File: src/rtl/if_pkg.sv
// Shared types and default sizes for the instruction fetch unit.
// Contents: fetch FSM state enum, default address/data widths, reset PC, buffer depth.
// No logic; imported by the fetch unit, its FIFO and the bus interface.
package if_pkg;

  typedef enum logic [1:0] {
    IDLE  = 2'd0,
    FETCH = 2'd1,
    STALL = 2'd2
  } fetch_state_e;

  localparam int          IF_ADDR_W     = 32;
  localparam int          IF_DATA_W     = 32;
  localparam int          IF_FIFO_DEPTH = 4;
  localparam logic [31:0] IF_RESET_PC   = 32'h0000_0000;

endpackage

File: src/rtl/instr_fetch_unit_if.sv
// Bus bundle between the fetch unit, instruction memory and decode.
// imem_*: request/grant plus in-order response; instr_*: valid/ready hand-off to decode.
// master = fetch unit side, slave = memory/decode side.
interface instr_fetch_unit_if #(
  parameter int ADDR_W = if_pkg::IF_ADDR_W,
  parameter int DATA_W = if_pkg::IF_DATA_W
);

  logic              imem_req;
  logic [ADDR_W-1:0] imem_addr;
  logic              imem_gnt;
  logic              imem_rvalid;
  logic [DATA_W-1:0] imem_rdata;
  logic              instr_valid;
  logic              instr_ready;
  logic [DATA_W-1:0] instr_data;
  logic [ADDR_W-1:0] instr_pc;

  modport master (
    output imem_req, imem_addr,
    input  imem_gnt, imem_rvalid, imem_rdata,
    output instr_valid, instr_data, instr_pc,
    input  instr_ready
  );

  modport slave (
    input  imem_req, imem_addr,
    output imem_gnt, imem_rvalid, imem_rdata,
    input  instr_valid, instr_data, instr_pc,
    output instr_ready
  );

endinterface

File: src/rtl/ifu_fifo.sv
// Synchronous instruction buffer with single-cycle flush.
// Ports: clk/rst_n, flush_i, push_i/push_dat_i, pop_i, head_vld_o/head_dat_o, count_o.
// Latency: a push is visible at the head the next cycle; the caller never pushes when full.
module ifu_fifo #(
  parameter int DEPTH = 4,
  parameter int WIDTH = 64
) (
  input  logic                       clk,
  input  logic                       rst_n,
  input  logic                       flush_i,
  input  logic                       push_i,
  input  logic [WIDTH-1:0]           push_dat_i,
  input  logic                       pop_i,
  output logic                       head_vld_o,
  output logic [WIDTH-1:0]           head_dat_o,
  output logic [$clog2(DEPTH):0]     count_o
);

  localparam int AW = $clog2(DEPTH);

  logic [WIDTH-1:0] mem_q [DEPTH];
  logic [AW-1:0]    wr_q, wr_d, rd_q, rd_d;
  logic [AW:0]      cnt_q, cnt_d;

  // Pointers wrap naturally because DEPTH is a power of two.
  always_comb begin
    wr_d  = wr_q;
    rd_d  = rd_q;
    cnt_d = cnt_q;
    if (flush_i) begin
      wr_d  = '0;
      rd_d  = '0;
      cnt_d = '0;
    end else begin
      if (push_i) wr_d = wr_q + AW'(1);
      if (pop_i)  rd_d = rd_q + AW'(1);
      cnt_d = cnt_q + (AW+1)'(push_i) - (AW+1)'(pop_i);
    end
  end

  always_ff @(posedge clk or negedge rst_n) begin
    if (!rst_n) begin
      wr_q  <= '0;
      rd_q  <= '0;
      cnt_q <= '0;
      for (int i = 0; i < DEPTH; i++) mem_q[i] <= '0;
    end else begin
      wr_q  <= wr_d;
      rd_q  <= rd_d;
      cnt_q <= cnt_d;
      if (push_i && !flush_i) mem_q[wr_q] <= push_dat_i;
    end
  end

  assign head_vld_o = (cnt_q != '0);
  assign head_dat_o = mem_q[rd_q];
  assign count_o    = cnt_q;

endmodule

File: src/rtl/instr_fetch_unit.sv
// Instruction fetch unit: owns the PC, issues word fetches, buffers responses for decode.
// Ports: clk, rst_n, fetch_en, redirect_valid/redirect_pc, bus (imem req/gnt/rvalid, instr valid/ready).
// Latency: response cycle N -> instr_valid cycle N+1; requests stop when buffer+in-flight reach FIFO_DEPTH.
// Optional: define FETCH_TRACE_EN for a simulation-only push/redirect trace.
module instr_fetch_unit
  import if_pkg::*;
#(
  parameter int                ADDR_W     = IF_ADDR_W,
  parameter int                DATA_W     = IF_DATA_W,
  parameter logic [ADDR_W-1:0] RESET_PC   = ADDR_W'(IF_RESET_PC),
  parameter int                FIFO_DEPTH = IF_FIFO_DEPTH
) (
  input  logic              clk,
  input  logic              rst_n,
  input  logic              fetch_en,
  input  logic              redirect_valid,
  input  logic [ADDR_W-1:0] redirect_pc,
  instr_fetch_unit_if.master bus
);

  localparam int CW = $clog2(FIFO_DEPTH) + 1;
  typedef logic [CW-1:0] cnt_t;

  fetch_state_e             state_q, state_d;
  logic [ADDR_W-1:0]        pc_q, pc_d;
  logic [ADDR_W-1:0]        resp_pc_q, resp_pc_d;
  cnt_t                     outst_q, outst_d;
  cnt_t                     drop_q, drop_d;
  cnt_t                     fifo_count, credits;
  logic                     has_credit, req, accept, resp, push, pop, fifo_vld;
  logic [DATA_W+ADDR_W-1:0] fifo_head;

  // Every in-flight request owns a buffer slot, so the FIFO can never overflow.
  assign credits    = cnt_t'(FIFO_DEPTH) - fifo_count - outst_q;
  assign has_credit = (credits != '0);

  assign req    = (state_q == FETCH) && has_credit && !redirect_valid;
  assign accept = req && bus.imem_gnt;
  assign resp   = bus.imem_rvalid;
  // Responses belonging to the pre-redirect stream are dropped, including one in the redirect cycle.
  assign push   = resp && !redirect_valid && (drop_q == '0);
  assign pop    = fifo_vld && bus.instr_ready && !redirect_valid;

  always_comb begin
    state_d = state_q;
    case (state_q)
      IDLE:  if (fetch_en) state_d = FETCH;
      FETCH: begin
        if (!fetch_en)        state_d = IDLE;
        else if (!has_credit) state_d = STALL;
      end
      STALL: if (fetch_en && has_credit) state_d = FETCH;
      default: state_d = IDLE;
    endcase
  end

  always_comb begin
    pc_d      = pc_q;
    resp_pc_d = resp_pc_q;
    drop_d    = drop_q;
    outst_d   = outst_q + cnt_t'(accept) - cnt_t'(resp);
    if (redirect_valid) begin
      pc_d      = redirect_pc;
      resp_pc_d = redirect_pc;
      drop_d    = outst_q - cnt_t'(resp);
    end else begin
      if (accept) pc_d = pc_q + ADDR_W'(1);
      if (push) resp_pc_d = resp_pc_q + ADDR_W'(1);
      if (resp && (drop_q != '0)) drop_d = drop_q - cnt_t'(1);
    end
  end

  always_ff @(posedge clk or negedge rst_n) begin
    if (!rst_n) begin
      state_q   <= IDLE;
      pc_q      <= RESET_PC;
      resp_pc_q <= RESET_PC;
      outst_q   <= '0;
      drop_q    <= '0;
    end else begin
      state_q   <= state_d;
      pc_q      <= pc_d;
      resp_pc_q <= resp_pc_d;
      outst_q   <= outst_d;
      drop_q    <= drop_d;
    end
  end

  ifu_fifo #(
    .DEPTH (FIFO_DEPTH),
    .WIDTH (DATA_W + ADDR_W)
  ) u_fifo (
    .clk        (clk),
    .rst_n      (rst_n),
    .flush_i    (redirect_valid),
    .push_i     (push),
    .push_dat_i ({bus.imem_rdata, resp_pc_q}),
    .pop_i      (pop),
    .head_vld_o (fifo_vld),
    .head_dat_o (fifo_head),
    .count_o    (fifo_count)
  );

  assign bus.imem_req    = req;
  assign bus.imem_addr   = pc_q;
  assign bus.instr_valid = fifo_vld;
  // Head fields read as zero while the buffer is empty.
  assign bus.instr_data  = fifo_vld ? fifo_head[ADDR_W +: DATA_W] : '0;
  assign bus.instr_pc    = fifo_vld ? fifo_head[ADDR_W-1:0] : '0;

`ifdef FETCH_TRACE_EN
  always @(posedge clk) begin
    if (rst_n && push)           $display("fetch pc=%h instr=%h", resp_pc_q, bus.imem_rdata);
    if (rst_n && redirect_valid) $display("redirect pc=%h", redirect_pc);
  end
`else
`endif

endmodule
File: src/flat_wrapper.sv
// flat-port wrapper written by rule: the top's interface ports become plain ports
module instr_fetch_unit_flat import if_pkg::*;
#(
  parameter int                ADDR_W     = IF_ADDR_W,
  parameter int                DATA_W     = IF_DATA_W,
  parameter logic [ADDR_W-1:0] RESET_PC   = ADDR_W'(IF_RESET_PC),
  parameter int                FIFO_DEPTH = IF_FIFO_DEPTH
)
  (clk, rst_n, fetch_en, redirect_valid, redirect_pc, bus_imem_req, bus_imem_addr, bus_imem_gnt, bus_imem_rvalid, bus_imem_rdata, bus_instr_valid, bus_instr_data, bus_instr_pc, bus_instr_ready);
  instr_fetch_unit_if #(.ADDR_W(ADDR_W), .DATA_W(DATA_W)) bus_i ();
  input  logic clk;
  input  logic rst_n;
  input  logic fetch_en;
  input  logic redirect_valid;
  input  logic [ADDR_W-1:0] redirect_pc;
  output wire logic [$bits(bus_i.imem_req)-1:0] bus_imem_req;
  output wire logic [$bits(bus_i.imem_addr)-1:0] bus_imem_addr;
  input wire logic [$bits(bus_i.imem_gnt)-1:0] bus_imem_gnt;
  input wire logic [$bits(bus_i.imem_rvalid)-1:0] bus_imem_rvalid;
  input wire logic [$bits(bus_i.imem_rdata)-1:0] bus_imem_rdata;
  output wire logic [$bits(bus_i.instr_valid)-1:0] bus_instr_valid;
  output wire logic [$bits(bus_i.instr_data)-1:0] bus_instr_data;
  output wire logic [$bits(bus_i.instr_pc)-1:0] bus_instr_pc;
  input wire logic [$bits(bus_i.instr_ready)-1:0] bus_instr_ready;
  assign bus_imem_req = bus_i.imem_req;
  assign bus_imem_addr = bus_i.imem_addr;
  assign bus_i.imem_gnt = bus_imem_gnt;
  assign bus_i.imem_rvalid = bus_imem_rvalid;
  assign bus_i.imem_rdata = bus_imem_rdata;
  assign bus_instr_valid = bus_i.instr_valid;
  assign bus_instr_data = bus_i.instr_data;
  assign bus_instr_pc = bus_i.instr_pc;
  assign bus_i.instr_ready = bus_instr_ready;
  instr_fetch_unit #(.ADDR_W(ADDR_W), .DATA_W(DATA_W), .RESET_PC(RESET_PC), .FIFO_DEPTH(FIFO_DEPTH)) u_core (.clk(clk), .rst_n(rst_n), .fetch_en(fetch_en), .redirect_valid(redirect_valid), .redirect_pc(redirect_pc), .bus(bus_i));
endmodule
File: config.mk
export PLATFORM = sky130hd
export DESIGN_NAME = instr_fetch_unit_flat
export DESIGN_NICKNAME = d
export VERILOG_FILES = /design/src/rtl/if_pkg.sv /design/src/rtl/instr_fetch_unit_if.sv /design/src/rtl/ifu_fifo.sv /design/src/rtl/instr_fetch_unit.sv /design/src/flat_wrapper.sv
export SDC_FILE = /design/constraint.sdc
export NUM_CORES = 1
export LEC_CHECK = 0
export BUFFER_PORTS_ARGS = -buffer_cell sky130_fd_sc_hd__buf_2
export CORE_MARGIN = 10
export CORE_UTILIZATION = 55
export CTS_BUF_LIST = sky130_fd_sc_hd__clkbuf_4 sky130_fd_sc_hd__clkbuf_8
export DETAILED_ROUTE_END_ITERATION = 12
export GPL_TIMING_DRIVEN = 0
export MAX_ROUTING_LAYER = met4
export PLACE_DENSITY = 0.75
export SYNTH_ARGS = -nofsm -noshare
export SYNTH_HDL_FRONTEND = slang
export SYNTH_SLANG_ARGS = --single-unit
File: constraint.sdc
create_clock -name clk -period 3.12 [get_ports clk]
set_input_delay 0.78 -clock clk [delete_from_list [all_inputs] [get_ports clk]]
set_output_delay 0.78 -clock clk [all_outputs]
set_load 0.05 [all_outputs]
# [Word level (Yosys, flattened, before mapping)]
# Cells that the tools add are included.
[word_totals] word_cells=80 output_inout_bits=98 in_bits=71 regBits=335
[classes] order_cmp=3 muxes=24 bitwise=2 eq_ne=5 reduce_logical=22 n_addsub=12
[op_table] op="256-bit bitwise mux" n=1
[op_table] op="32-bit two-way mux" n=6
[op_table] op="64-bit two-way mux" n=3
[op_table] op="64-bit binary-select mux with 2-bit select" n=1
[op_table] op="64-bit demux with 2-bit select" n=1
[op_table] op="32-bit by 1-bit adder with 32-bit output (second input constant)" n=2
[op_table] op="2-bit two-way mux" n=8
[op_table] op="1-bit logical AND" n=11
[op_table] op="3-bit two-way mux" n=3
[op_table] op="3-bit nonzero test" n=3
[op_table] op="3-bit by 1-bit subtractor with 3-bit output" n=3
[op_table] op="2-bit nonzero test" n=4
[op_table] op="3-bit by 1-bit adder with 3-bit output" n=2
[op_table] op="3-bit >= comparator (second input constant)" n=2
[op_table] op="2-bit inverter with 3-bit output" n=2
[op_table] op="2-bit one-hot mux with 3 select lines" n=1
[op_table] op="2-bit by 1-bit adder with 2-bit output (second input constant)" n=2
[op_table] op="3-bit logical NOT" n=1
[op_table] op="3-bit by 1-bit less-than comparator with 1-bit output (second input constant)" n=1
[op_table] op="3-bit inequality test (second input constant)" n=1
[op_table] op="3-bit AND reduction" n=1
[op_table] op="3-bit by 1-bit subtractor with 3-bit output (second input constant)" n=1
[op_table] op="3-bit subtractor" n=1
[op_table] op="3-bit subtractor (first input constant)" n=1
[op_table] op="other kinds (6)" n=6

# [Depth between registers and ports, before layout]
# Gate-level depths: netlist of run 1.
[logic_depth] depth_word=8 ltp_mapped=12 mapped_depth_nobuf=12

# [Cells and area by module]
# A second synthesis of run 1 with hierarchy kept.
[hier_totals] cells_unflattened=1180 hier_area_um2=17122.7
[modules_own_cells] module="ifu_fifo" n_inst=1 cells_each=658 area_each_um2=12371.9 seq_area_each_um2=6581.3
[modules_own_cells] module="instr_fetch_unit" n_inst=1 cells_each=522 area_each_um2=4750.8 seq_area_each_um2=1801.7

# [Worst setup path before layout of run 1]
# No wires, ideal clock.
[synth_timing] path_type="register to output" from="register u_core.u_fifo.cnt_q[1], in the netlist u_core.u_fifo.count_o[1]" to="output port bus_imem_req" arrival_ns=2.056 n_path_buf=1 required_time_ns=2.340 stages_incl_launch_ff=9 path_slack_ns=0.284 path_cell_list="dfrtp_1 ha_1 inv_1 ha_1 xor2_1 xnor2_1 buf_2 nand2_1 and3_1"
[synth_between] elab_chain_cells=5
[synth_lines] item="start: declaration" line_no="ifu_fifo.sv:23" source="logic [AW:0] cnt_q, cnt_d;"
[synth_lines] item="start signal: assignment" line_no="ifu_fifo.sv:50" source="cnt_q <= cnt_d;"
[synth_lines] item="3-bit subtractor (2 in series)" line_no="instr_fetch_unit.sv:34" source="assign credits = cnt_t'(FIFO_DEPTH) - fifo_count - outst_q;"
[synth_lines] item="3-bit nonzero test" line_no="instr_fetch_unit.sv:35" source="assign has_credit = (credits != '0);"
[synth_lines] item="1-bit logical AND (2 in series)" line_no="instr_fetch_unit.sv:37" source="assign req = (state_q == FETCH) && has_credit && !redirect_valid;"
[synth_lines] item="end: declaration" line_no="flat_wrapper.sv:16" source="output wire logic [$bits(bus_i.imem_req)-1:0] bus_imem_req;"
# No other way between the ends.

# [Worst setup path in the final report of run 1]
# Same ends and word-level chain as after synthesis.

==> impl_metrics.yaml, run 1 <==
status:
  status: "complete, but fails checks"
  failed_checks: "setup timing"
clocking:
  cts_tree: "built"
  path_clk_slew_ps: 60
  cts_made_buffers: 55
  htree_levels: 2
  clock_path_buffers: 3
  clk_latency_ps: 580
  cts.sinks: 335
  ctsHoldBuffers: 0
  cts_root_buf: "clkbuf_8"
sta:
  fmax_mhz: 314
  fin_skew_ps: 31.1
  relSlewSlack_pct: 40.1
  hold_viol_final: 0
  rsz0062_at_grt: "yes"
  fin_crit_sh_pct: 102
  period_minus_slack_ps: 3180
  finalSetupViolCount: 1
  setup-tns-final_ps: -61.9
  tightest_slew_ps: 891
  hold_ws_ps: 230
  setup_slack_ps: -61.9
  finalMaxSlewViolations: 0
synthesis:
  postSynthCellCount: 1212
  synth_edf_count: 0
  synthAdderAreaFrac_pct: 1.57
  synthMuxAreaShare_pct: 27.6
  ys_warn_count: 0
  synthDistinctLibCells: 57
  seq_area_frac_synth_pct: 52.1
  syn_avg_cell_area_sq_um: 13.3
  synth_compound_area_share_pct: 3.98
  synth_xor_area_share_pct: 3.14
  syn-num-nets: 1302
  synth_top_family_by_area: "multiplexers"
  ys.flop_type: "dfrtp_1"
  ys_seq_elements: 335
  syn-cell-area_sq_mm: 0.0161
  yosys.area_share.simple_pct: 8.96
  async_flop_share_pct: 100
placed_design:
  place_congestion: 0.913
  dp_hpwl_um: 26900
  dp.cells: 1766
  io_buffers: 168
grt:
  antenna_found_initial: 0
  track_usage_pct: 21.8
  grt_max_degree: 118
  grt_pass1_vias: 11466
  grt_pass1_wl_um: 61700
  grt_remaining_overflow: 0
pwr:
  power_uw: 16800
  p_leak_uw: 0.00895
  power.density_mw_per_mm2: 884
  peakVddDrop_mv: 0.580
run:
  drv_cap: 0
finish:
  area_growth_syn_to_layout_pct: 18.3
  final_cells: 1882
  num_antenna_cells: 0
  fin_nets: 1553
  num-fill-cells: 2144
  drive_gt1_share_pct: 43.9
  final_cell_mix: "dfrtp_1 (334), mux2_2 (259), buf_2 (170)"
  layout_commonest_cell: "dfrtp_1"
  postLayoutCoreUtil_pct: 66.1
floorplan:
  initial_core_util_pct: 55.9
  core_sq_mm: 0.0288
  die_area_sq_mm: 0.0365
  pin_count: 169
  die_x_um: 191
  die_h_um: 191
  rows: 62
setup_path:
  path_max_fanout: 3
  arrival_ps: 2400
  worstSetupPathType: "register to output port"
  endpoint_kind: "output port"
  cp.required_ps: 2340
  cp-start-kind: "register"
drt:
  firstDrtPassIters: 5
  drtIter0Drc: 634
  vias: 10808
  drcViolationCount: 0
  wire_per_inst_um: 20.6
  wl_um: 38700
  vias_per_cell: 5.74
  ant_nets: 0
worst_hold_path:
  hold_path_class: "input pin to async pin"
[final timing paths]
check                                         startpoint                  endpoint  slack (ps)  cells after the start
worst max-delay path            u_core.u_fifo.count_o[1]              bus_imem_req         -60                      9
worst min-delay path                               rst_n  u_core.u_fifo.mem_q[186]         230                      1
worst max register to register  u_core.u_fifo.count_o[1]         u_core.state_q[1]          20                     20
worst min register to register   u_core.u_fifo.mem_q[66]   u_core.u_fifo.mem_q[66]         480                      2
max in group asynchronous                          rst_n   u_core.u_fifo.mem_q[88]        1340                      3
min in group clk                                fetch_en         u_core.state_q[1]         410                      2
[cell type report]
class / count / area, sq um / area share (%)
Tap cell: 384 / 480 / 2.53
Inverter: 29 / 111 / 0.586
Timing Repair Buffer: 194 / 1100 / 5.80
Clock buffer: 87 / 1070 / 5.64
Clock inverter: 5 / 57.6 / 0.303
Multi-Input combinational cell: 769 / 7360 / 38.7
Buffer: 79 / 452 / 2.38
Sequential cell: 335 / 8380 / 44.1
[worst max-delay path, cell delays in order, from the launching register on]
cell	delay (ps)
dfrtp_2	440
ha_4	280
inv_4	30
ha_4	160
xor2_4	160
xnor2_2	220
buf_6	150
nand2_4	50
and3_4	170
buf_8	140
[report_power, final]
group	internal (uW)	switching (uW)	leakage (uW)	total, uW
sequential	5250	582	0.00435	5830
clock	2240	1690	0.000605	3930
combinational	3050	4010	0.00400	7060
total	10500	6270	0.00895	16800
[Yosys cell counts (3+ instances only)]
master,count,area (sq um)
a31o_2,4,35.0
nor4_1,8,50.1
nor4b_1,3,26.3
a211oi_1,5,37.5
o21ai_0,29,145
xnor2_1,33,289
and2_1,65,407
buf_2,10,50.1
a31oi_1,15,93.8
and4_1,5,43.8
ha_1,17,213
o2111ai_1,3,26.3
nor3_1,10,50.1
mux2i_1,8,80.1
nand4_1,17,106
clkbuf_1,38,143
nor2_1,35,131
mux2_2,259,2920
mux4_2,64,1440
or4_1,7,52.6
nand3_1,23,115
nand2_1,56,210
dfrtp_1,335,8380
and3_1,11,68.8
nand2b_1,4,25.0
xor2_1,21,184
nor2b_1,4,25.0
or3_1,5,31.3
o31ai_1,7,52.6
buf_1,30,113
a21oi_1,19,95.1
inv_1,28,105
[state kept, by name (all words and copies together), names as in the netlist]
name and count:
u_core.bus.imem_addr 32, u_core.drop_q 3, u_core.outst_q 3, u_core.u_fifo.count_o 3
u_core.u_fifo.mem_q 256, u_core.u_fifo.rd_q 2, u_core.resp_pc_q 32, u_core.state_q 2
u_core.u_fifo.wr_q 2
[stage by stage]
step	instance area, sq um	worst slack [ps]
floorplan	16100	284
global placement	17400	-5020
detailed placement	17500	-160
CTS	18900	-91.3
global route	19000	-102
finish	19000	-61.9
[kinds of logic after synthesis]
family / count (synthesis)
AO/OA/AOI/OAI: 100
flip-flops: 335
adder cells (fa/ha/maj): 19
XOR/XNOR: 56
buffers and inverters: 108
multiplexers: 331
AND/OR/NAND/NOR: 263
[layer usage]
metal  share of wire (%)  vias to the layer above  global-route usage, %
met5                   0                        -                      -
met4                 2.6                        0                   6.90
met3                 6.7                       78                   4.39
met2                  47                      357                   33.8
met1                  44                     5482                   28.5
li1                    -                     4891                      -
[repair_timing]
item                                    in CTS  in global routing
resized for setup                           68                 12
pin swaps                                    5                  5
endpoints found under the setup margin      66                 40
setup buffers                               16                  8
Note: power is estimated with default switching activity, not from simulation.
==> run 2: changes to the inputs <==
Settings changed: CORE_ASPECT_RATIO set to 1.75, PLACE_DENSITY 0.75 to 0.78.
==> impl_metrics.yaml, run 2 (synthesis results as in run 1) <==
sta:
  setup-tns-final_ps: 0
  finalSetupViolCount: 0
  tightest_slew_ps: 1020
  fmax_mhz: 323
  hold_ws_ps: 284
  rsz0062_at_grt: "yes"
  fin_skew_ps: 18.0
  period_minus_slack_ps: 3090
  setup_slack_ps: 26.5
  hold_viol_final: 0
  finalMaxSlewViolations: 0
  fin_crit_sh_pct: 99.2
  relSlewSlack_pct: 31.5
floorplan:
  die_area_sq_mm: 0.0367
  core_sq_mm: 0.0287
  pin_count: 169
  initial_core_util_pct: 56.0
  rows: 82
  die_x_um: 149
  die_h_um: 246
worst_hold_path:
  hold_path_class: "input pin to async pin"
grt:
  track_usage_pct: 22.8
  grt_remaining_overflow: 0
  grt_pass1_wl_um: 64500
  antenna_found_initial: 2
  grt_max_degree: 127
  grt_pass1_vias: 12235
clocking:
  clock_path_buffers: 3
  cts_tree: "built"
  clk_latency_ps: 580
  htree_levels: 2
  ctsHoldBuffers: 0
  cts_root_buf: "clkbuf_8"
  cts.sinks: 335
  path_clk_slew_ps: 60
  cts_made_buffers: 49
setup_path:
  endpoint_kind: "output port"
  arrival_ps: 2310
  cp.required_ps: 2340
  cp-start-kind: "register"
  worstSetupPathType: "register to output port"
  crit_path_start: "u_core.u_fifo.count_o[1]"
  path_max_fanout: 3
  rr_worst_depth: 19
  rr_startpoint: "u_core.u_fifo.count_o[1]"
  endpoint: "bus_imem_req"
  timing.rr.end: "u_core.state_q[1]"
  rrSetupSlack_ps: 50
status:
  status: "completed"
finish:
  num-fill-cells: 2192
  area_growth_syn_to_layout_pct: 17.3
  final_cell_mix: "dfrtp_1 (333), mux2_2 (259), buf_2 (170)"
  drive_gt1_share_pct: 43.7
  layout_commonest_cell: "dfrtp_1"
  postLayoutCoreUtil_pct: 65.6
  final_cells: 1872
  regMostFlops: "u_core.u_fifo.mem_q"
  largest_reg_flops: 256
  fin_nets: 1546
placed_design:
  dp.cells: 1760
  dp_hpwl_um: 28900
  dp_slack_ps: -184
  place_congestion: 0.971
  io_buffers: 168
drt:
  drtIter0Drc: 440
  vias_per_cell: 5.84
  drcViolationCount: 0
  wl_um: 40400
  wire_per_inst_um: 21.6
  vias: 10934
  ant_nets: 0
  firstDrtPassIters: 4
pwr:
  peakVddDrop_mv: 0.859
  p_leak_uw: 0.00887
  power.density_mw_per_mm2: 875
run:
  drv_cap: 0
## run 2: per-stage QoR
step | instance area, sq um | total power [uW]
2_1_floorplan | 16100 | 10500
3_3_place_gp | 17400 | 12000
3_5_place_dp | 17500 | 12200
4_1_cts | 18800 | 16400
5_1_grt | 18900 | 17300
6_report | 18900 | 16500
## run 2: area by class of cell
class,instances,area [sq um],area share (%)
Antenna cell,2,5.00,0.0265
Buffer,78,435,2.31
Clock buffer,81,971,5.15
Clock inverter,6,32.5,0.173
Inverter,29,109,0.577
Multi-Input combinational cell,769,7350,39.0
Sequential cell,335,8390,44.5
Tap cell,378,473,2.51
Timing Repair Buffer,194,1100,5.83
## run 2: routing by layer
layer / up-vias / track usage (%) / share of wire, %
met5: - / - / 0
met4: 0 / 11.3 / 4.6
met3: 126 / 4.20 / 4.8
met2: 320 / 40.2 / 54
met1: 5594 / 23.7 / 37
li1: 4894 / - / -
## run 2: where the power goes
part | internal, uW | switching [uW] | leakage (uW)
registers | 5250 | 575 | 0.00434
clock network | 1960 | 1660 | 0.000543
logic | 3000 | 4060 | 0.00399
## run 2: worst min path at each step
stage | from | to | slack [ps] | cells past startpoint
5_1_grt | rst_n | u_core.bus.imem_addr[7] | 330 | 1
4_1_cts | rst_n | u_core.bus.imem_addr[10] | 280 | 1
6_report | rst_n | u_core.bus.imem_addr[9] | 280 | 1
3_5_place_dp | u_core.u_fifo.mem_q[2] | u_core.u_fifo.mem_q[2] | 470 | 2
2_1_floorplan | u_core.u_fifo.mem_q[66] | u_core.u_fifo.mem_q[66] | 440 | 2
3_3_place_gp | u_core.u_fifo.mem_q[85] | u_core.u_fifo.mem_q[85] | 460 | 2
## run 2: worst max-delay path: stages, from the launching register on
cell,delay [ps]
dfrtp_2,440
ha_4,270
inv_2,30
ha_4,160
xor2_4,160
xnor2_2,230
nand2_2,100
and3_4,190
buf_8,150
## run 2: what timing repair did
action                                  CTS  global route
endpoints found under the setup margin   66            28
endpoints found under the hold margin     0             0
setup buffers                            16             8
gates resized for setup                  63            12
pin swaps                                 3             6
==> run 3: changes to the inputs <==
Settings changed: CELL_PAD_IN_SITES_DETAIL_PLACEMENT set to 1, CELL_PAD_IN_SITES_GLOBAL_PLACEMENT set to 1, CORE_UTILIZATION 55 to 50, PLACE_DENSITY 0.78 to 0.85.
==> impl_metrics.yaml, run 3 (synthesis results as in run 1) <==
status:
  status: "complete, but fails checks"
  failed_checks: "setup timing"
floorplan:
  die_h_um: 257
  initial_core_util_pct: 50.8
  pin_count: 169
  die_x_um: 156
  rows: 86
  die_area_sq_mm: 0.0400
  core_sq_mm: 0.0316
pwr:
  power_uw: 16800
  p_leak_uw: 0.00889
  power.density_mw_per_mm2: 885
  peakVddDrop_mv: 0.799
drt:
  topRoutingLayerUsed: "met4"
  vias: 11008
  drcViolationCount: 0
  wire_per_inst_um: 23.9
  vias_per_cell: 5.86
  firstDrtPassIters: 4
  m1WireLength_um: 16700
  ant_nets: 0
  wl_met2_um: 24700
  routed-wl-met3_um: 1670
  drtIter0Drc: 391
  wl_um: 44900
grt:
  track_usage_pct: 22.9
  grt_remaining_overflow: 0
  antenna_found_initial: 1
  grt_max_degree: 127
  grt_pass1_vias: 12753
  grt_pass1_wl_um: 70800
placed_design:
  io_buffers: 168
  place_congestion: 0.914
  dp_slack_ps: -404
  placed_cell_area_sq_mm: 0.0175
  dp_hpwl_um: 31600
finish:
  num-fill-cells: 3178
  final_cell_area_sq_mm: 0.0189
  area_growth_syn_to_layout_pct: 17.8
  regMostFlops: "u_core.u_fifo.mem_q"
  drive_gt1_share_pct: 43.5
  fin_nets: 1536
  regArea_sq_mm: 0.00839
  postLayoutCoreUtil_pct: 59.9
  layout_commonest_cell: "dfrtp_1"
  largest_reg_flops: 256
  final_cell_mix: "dfrtp_1 (333), mux2_2 (259), buf_2 (164)"
  multiInputGateArea_sq_mm: 0.00736
clocking:
  htree_levels: 2
  clock_path_buffers: 3
  path_clk_slew_ps: 60
  cts_made_buffers: 50
  cts_root_buf: "clkbuf_8"
  cts_tree: "built"
  clk_latency_ps: 620
  cts.sinks: 335
  ctsHoldBuffers: 0
worst_hold_path:
  hold_path_class: "input pin to async pin"
setup_path:
  rr_startpoint: "u_core.u_fifo.count_o[1]"
  cp-start-kind: "register"
  critPathTopFamily: "flip-flops"
  crit_chain: "ha_4 -> inv_4 -> ha_4 -> xor2_4 -> xnor2_2 -> buf_6 -> nand2_4 -> and3_4 -> buf_8"
  rrSetupSlack_ps: 90
  path_max_fanout: 4
  cp.depth: 9
  crit_top_cell: "ha_4"
  cp.required_ps: 2340
  worstSetupPathType: "register to output port"
  arrival_ps: 2370
  endpoint_kind: "output port"
  timing.rr.end: "u_core.outst_q[2]"
  slowest_delay_ps: 460
  crit_path_top_delay_cell: "dfrtp_2"
  rr_worst_depth: 13
  worst-path-buf-inv: 3
  crit_path_start: "u_core.u_fifo.count_o[1]"
  endpoint: "bus_imem_req"
sta:
  setup-tns-final_ps: -31.0
  setup_slack_ps: -31.0
  hold_viol_final: 0
  period_minus_slack_ps: 3150
  fin_crit_sh_pct: 101
  rsz0062_at_grt: "yes"
  fmax_mhz: 317
  finalSetupViolCount: 1
  fin_skew_ps: 33.3
  tightest_slew_ps: 1190
  finalMaxSlewViolations: 0
  relSlewSlack_pct: 20.2
run:
  drv_cap: 0
==> run 3: cell types whose count changed in the layout (fill, tap and decap cells not counted), sizes merged <==
cell and delta:
clkinv +2, buf -8, clkbuf -5, diode -1
bufinv +1
==> run 3: worst min path at each step <==
| stage | startpoint | endpoint | slack (ps) | cells after the start |
|---|---|---|---|---|
| 2_1_floorplan | u_core.u_fifo.mem_q[66] | u_core.u_fifo.mem_q[66] | 440 | 2 |
| 3_3_place_gp | u_core.u_fifo.mem_q[130] | u_core.u_fifo.mem_q[130] | 460 | 2 |
| 3_5_place_dp | u_core.u_fifo.mem_q[2] | u_core.u_fifo.mem_q[2] | 470 | 2 |
| 4_1_cts | rst_n | u_core.u_fifo.mem_q[60] | 280 | 1 |
| 5_1_grt | rst_n | u_core.resp_pc_q[8] | 320 | 1 |
| 6_report | rst_n | u_core.bus.imem_addr[9] | 260 | 1 |
==> run 3: what timing repair did <==
item                       in CTS  in global routing
setup endpoints to repair      66                 44
resized for setup              81                  8
hold endpoints to repair        0                  0
pin swaps                       3                  5
setup buffers                   4                  8
cloned                          0                  1
==> run 3: layout make-up <==
type / instances / share of cell area, %
Tap cell: 396 / 2.62
Multi-Input combinational cell: 769 / 38.8
Clock inverter: 9 / 0.383
Clock buffer: 79 / 5.41
Timing Repair Buffer: 183 / 5.52
Antenna cell: 1 / 0.0132
Inverter: 29 / 0.588
Sequential cell: 335 / 44.3
Buffer: 78 / 2.37
==> run 3: where the power goes <==
part	switching (uW)	internal, uW	leakage, uW	total (uW)
clock network	1760	2160	0.000584	3920
logic	4090	2900	0.00396	6990
registers	612	5250	0.00434	5860
total	6460	10300	0.00889	16800
==> run 3: stage by stage <==
stage | cells | hold slack [ps]
floorplan | 1212 | 445
global placement | 1776 | 456
detailed placement | 1778 | 472
CTS | 1870 | 282
global route | 1879 | 316
finish | 1879 | 258
==> run 3: per-layer routing <==
layer | global-route usage, % | up-vias
met5 | - | -
met4 | 9.49 | 0
met3 | 3.52 | 116
met2 | 41.8 | 299
met1 | 23.8 | 5735
li1 | - | 4858
